[src/rtl/dmem_arbiter.sv]
// Two-port round-robin arbiter/sequencer in front of the single DMem port.
// Ports: clk, rst_n; per requester (a_*, b_*) req/we/addr/wdata in and
// ack/rdata/err out; mem_ewr/mem_erd/mem_addr/mem_wdata out, mem_rdata in;
// busy (state != IDLE) and owner (port of current/last grant, 0=A 1=B).
module dmem_arbiter #(
  parameter int DW        = 32,
  parameter int AW        = 32,
  parameter int MEM_DEPTH = 32
) (
  input  logic          clk,
  input  logic          rst_n,
  input  logic          a_req,
  input  logic          a_we,
  input  logic [AW-1:0] a_addr,
  input  logic [DW-1:0] a_wdata,
  output logic          a_ack,
  output logic [DW-1:0] a_rdata,
  output logic          a_err,
  input  logic          b_req,
  input  logic          b_we,
  input  logic [AW-1:0] b_addr,
  input  logic [DW-1:0] b_wdata,
  output logic          b_ack,
  output logic [DW-1:0] b_rdata,
  output logic          b_err,
  output logic          mem_ewr,
  output logic          mem_erd,
  output logic [AW-1:0] mem_addr,
  output logic [DW-1:0] mem_wdata,
  input  logic [DW-1:0] mem_rdata,
  output logic          busy,
  output logic          owner
);

  localparam logic [AW-1:0] LP_DEPTH = AW'(MEM_DEPTH);

  typedef enum logic [1:0] {
    S_IDLE,
    S_ACCESS,
    S_RESP
  } state_t;

  state_t        r_state;
  state_t        w_next;

  logic          r_owner;
  logic          r_port;
  logic          r_we;
  logic [AW-1:0] r_addr;
  logic [DW-1:0] r_wdata;
  logic [DW-1:0] r_a_rdata;
  logic [DW-1:0] r_b_rdata;
  logic          r_a_err;
  logic          r_b_err;

  logic          w_any;
  logic          w_gnt_b;
  logic          w_in_range;

  assign w_any = a_req | b_req;

  // B wins when alone, or on a tie when A owned the last grant.
  assign w_gnt_b = b_req & (~a_req | ~r_owner);

  assign w_in_range = (r_addr < LP_DEPTH);

  always_comb begin
    w_next = r_state;
    unique case (r_state)
      S_IDLE: begin
        if (w_any) begin
          w_next = S_ACCESS;
        end
      end
      S_ACCESS: w_next = S_RESP;
      S_RESP:   w_next = S_IDLE;
      default:  w_next = S_IDLE;
    endcase
  end

  // DMem strobes are decoded from the state register only, so
  // an async reset in ACCESS kills mem_ewr at once.
  always_comb begin
    mem_ewr   = 1'b0;
    mem_erd   = 1'b0;
    mem_addr  = '0;
    mem_wdata = '0;
    if (r_state == S_ACCESS && w_in_range) begin
      mem_addr = r_addr;
      mem_ewr  = r_we;
      mem_erd  = ~r_we;
      if (r_we) begin
        mem_wdata = r_wdata;
      end
    end
  end

  always_ff @(posedge clk or negedge rst_n) begin
    if (!rst_n) begin
      r_state <= S_IDLE;
    end else begin
      r_state <= w_next;
    end
  end

  always_ff @(posedge clk or negedge rst_n) begin
    if (!rst_n) begin
      r_owner   <= 1'b1;
      r_port    <= 1'b0;
      r_we      <= 1'b0;
      r_addr    <= '0;
      r_wdata   <= '0;
      r_a_rdata <= '0;
      r_b_rdata <= '0;
      r_a_err   <= 1'b0;
      r_b_err   <= 1'b0;
    end else begin
      unique case (r_state)
        S_IDLE: begin
          if (w_any) begin
            r_port  <= w_gnt_b;
            r_owner <= w_gnt_b;
            r_we    <= w_gnt_b ? b_we    : a_we;
            r_addr  <= w_gnt_b ? b_addr  : a_addr;
            r_wdata <= w_gnt_b ? b_wdata : a_wdata;
          end
        end
        S_ACCESS: begin
          if (!w_in_range) begin
            if (r_port) begin
              r_b_err <= 1'b1;
            end else begin
              r_a_err <= 1'b1;
            end
          end else if (!r_we) begin
            if (r_port) begin
              r_b_rdata <= mem_rdata;
            end else begin
              r_a_rdata <= mem_rdata;
            end
          end
        end
        S_RESP: begin
          r_a_rdata <= '0;
          r_b_rdata <= '0;
          r_a_err   <= 1'b0;
          r_b_err   <= 1'b0;
        end
        default: begin
          r_a_err   <= 1'b0;
          r_b_err   <= 1'b0;
        end
      endcase
    end
  end

  assign a_ack   = (r_state == S_RESP) & ~r_port;
  assign b_ack   = (r_state == S_RESP) &  r_port;
  assign a_rdata = r_a_rdata;
  assign b_rdata = r_b_rdata;
  assign a_err   = r_a_err;
  assign b_err   = r_b_err;
  assign busy    = (r_state != S_IDLE);
  assign owner   = r_owner;

endmodule

[config.mk]
export PLATFORM = sky130hd
export DESIGN_NAME = dmem_arbiter
export DESIGN_NICKNAME = d
export VERILOG_FILES = /design/src/rtl/dmem_arbiter.sv
export SDC_FILE = /design/constraint.sdc
export NUM_CORES = 1
export LEC_CHECK = 0
export CORE_MARGIN = 2
export CORE_UTILIZATION = 42
export DETAILED_ROUTE_END_ITERATION = 16
export PLACE_DENSITY = 0.82
export SLEW_MARGIN = 0
export SYNTH_ARGS = -nofsm -noshare
export SYNTH_HDL_FRONTEND = slang
export SYNTH_SLANG_ARGS = --single-unit
[constraint.sdc]
create_clock -name clk -period 2.9 [get_ports clk]
set_clock_uncertainty 0.15 [all_clocks]
set_input_delay 0.435 -clock clk [delete_from_list [all_inputs] [get_ports clk]]
set_output_delay 0.435 -clock clk [all_outputs]
set_load 0.02 [all_outputs]
==> metrics <==
Starting Density=0.428; CP Class=flop to output pin; hold endpoint=b_rdata[17]$_DFFE_PN0P_; 1st-pass router iterations=5; placer congestion estimate=0.791; Detailed Place HPWL=about 13000 µm; DR iter-0 viols=between 300 and 400; outcome=finished, violations left; drt drc=0; WL per Instance=17.4 µm; WP data required=approximately 2.3 ns; top-count cell post-synth=dfrtp_1; DIE AREA=between 15000 and 20000 µm²; vias in the first global route=about 5700; Seq cells post-synth=between 100 and 150; tightest hold margin=~0.37 ns; Max VDD drop=between 0.0006 and 0.0007 V; Tcrit/Tclk final=1.03; Reg-to-Reg End=a_rdata[0]$_DFFE_PN0P_; sequential area share after synthesis=0.522; largest net degree at the start of global routing=97; synth cell count leaders=dfrtp_1, nor2_1, a21oi_1; met2 GRT Util=0.386; met3 Use GR=0.0568; worst-margin pin slew=~0.92 ns; fmax=0.335 GHz; first-pass GRT wire length=roughly 29000 µm; clock slew at reported path FFs=roughly 0.06 ns; RSZ-0062 raised after global routing=yes; Yosys top cell area share=0.518; Post-DP Area=about 9300 µm²; CTS tree=yes; CTS H-Tree Depth=4; final setup violating endpoints=32; number of inserted diodes=0; number of flops mapped to enable cells by yosys=0; Nets=1075; cells taking the most area after synthesis=dfrtp_1, mux2i_1, o211ai_1, a21oi_1, nor2_1; Max Cap Viol=0; Syn-to-layout area delta=55.5%; Routed WL=~19000 µm; violated checks=negative setup slack; grt met1 use=0.291; clock tree buffer depth=2; core area=between 15000 and 20000 µm²; syn avg cell area=9.92 µm²; via count=around 5800; IO buf count=approximately 270; Die Height=around 130 µm; GRT Total Usage=0.228; Worst Hold Class=flop to flop; Crit. End Element=output pin; Startpoint Class=flop; ys async rst share=1.00; layout cells sized above 1=0.110; CTS Buf Count=17; total grt overflow=0; final worst slack=-0.0841 ns; insertion delay to the later sink of the worst-skew pair=slightly above 0.4 ns; Tmin final=2.98 ns; Row Count=45; routed vias/inst=approximately 5.3; cell taking the most area after synthesis=dfrtp_1; FF-to-FF setup slack=~0.41 ns; post-synth cell types=34; Post-DRT Antenna Nets=0; cell count after synthesis=about 650; synthesized cell area=~6500 µm²; PD cells=710 nW/µm²; CTS Sinks=135; cell count after placement=1069; Synth Flop Type=dfrtp_1; global routing's busiest layer=met2; Ys Warns=0; Max transition margin=0.386; die width=around 130 µm; Root Driver=clkbuf_16; Hold Path Cell Cnt=2; reg2reg start=r_addr[30]$_DFFE_PN0P_; R2R cell count=7; Final Power=7.14 mW; Slew Limit Fails=0; min-delay src=b_rdata[17]$_DFFE_PN0P_; WP data arrival=about 2.4 ns; Final Hold Fails=0; CP max FO=5; P_leak=around 4.4 nW; final instance area=10100 µm²; I/O pins=between 300 and 400; initial antenna violation count=0; fin cells=about 1100
-- power breakdown --
| part | internal (mW) | switching (mW) | total [mW] |
|---|---|---|---|
| registers | 2.39 | 0.378 | 2.77 |
| clock network | 1.55 | 0.802 | 2.35 |
| logic | 0.822 | 1.20 | 2.02 |
-- how the worst max path moves through the flow --
stage	endpoint	startpoint	slack, ns
floorplan	mem_erd	r_addr[19]$_DFFE_PN0P_	0.54
global placement	mem_wdata[8]	r_addr[27]$_DFFE_PN0P_	0.07
detailed placement	mem_wdata[18]	r_addr[27]$_DFFE_PN0P_	-0.04
CTS	mem_wdata[26]	r_addr[17]$_DFFE_PN0P_	-0.07
global route	mem_wdata[14]	r_addr[30]$_DFFE_PN0P_	-0.17
finish	mem_wdata[14]	r_addr[30]$_DFFE_PN0P_	-0.08
-- flip-flops by register name (all words and copies together), names as in the netlist --
signal,cells
a_rdata,32
b_rdata,32
r_addr,32
r_wdata,32
r_state,2
a_err,1
b_err,1
owner,1
r_port,1
r_we,1
-- routing by layer --
| layer | vias to the layer above | wire length, µm |
|---|---|---|
| li1 | 2783 | - |
| met1 | 2779 | 8090 |
| met2 | 265 | 9710 |
| met3 | 21 | 1290 |
| met4 | 0 | 223 |
| met5 | - | 0 |
-- final cells by class --
cell class	instances	area (µm²)
flip-flops and latches	135	3380
inverters	5	18.8
repair buffers	298	3020
clock inverters	11	196
multi-input cells	452	2770
well taps	188	235
clock buffers	21	450
fillers	1203	5080
-- through the flow --
step           utilization  TNS (ns)  setup slack (ns)
2_1_floorplan            -         0             0.544
3_3_place_gp         0.613         0            0.0688
3_5_place_dp         0.613    -0.488           -0.0416
4_1_cts              0.649   -0.0745           -0.0745
5_1_grt              0.665     -5.07            -0.168
6_report             0.665     -1.02           -0.0841
-- logic make-up after synthesis --
| family | Yosys count | synth area share |
|---|---|---|
| compound gates | 200 | 0.181 |
| buf+inv | 92 | 0.0756 |
| simple gates | 160 | 0.120 |
| mux | 65 | 0.100 |
| other cells | 1 | 0.000579 |
| flops | 135 | 0.522 |
-- worst max-delay path: stages, from the launching register on --
cell	delay [ns]
dfrtp_1	0.41
nor4_4	0.30
nand4_1	0.23
nor4_4	0.35
buf_4	0.21
clkbuf_16	0.14
and3_1	0.20
buf_6	0.14
-- cell usage in the layout, fill, tap and decap left out, types with 3 or more instances in the layout --
master             n
buf_12             5
nor4_4             4
mux2i_1           65
inv_1              5
conb_1            27
nand4_1            3
and2_1             6
buf_6             31
dfrtp_1          134
nand2_1           33
bufinv_16          5
o21ai_1           49
a21oi_1           66
clkbuf_1           3
nor2_1            68
nor4_1             3
buf_4             26
o21ai_0           16
clkbuf_16         18
o211ai_1          64
clkdlybuf4s50_1  234
and3_1            32
-- repair_timing --
item	4_1_cts	5_1_grt
resized for setup	151	77
endpoints found under the setup margin	39	39
buffers inserted	2	3
cloned	0	3
hold buffers	1	0
endpoints found under the hold margin	63	0
pin swaps	2	4
Note: power is estimated with default switching activity, not from simulation.
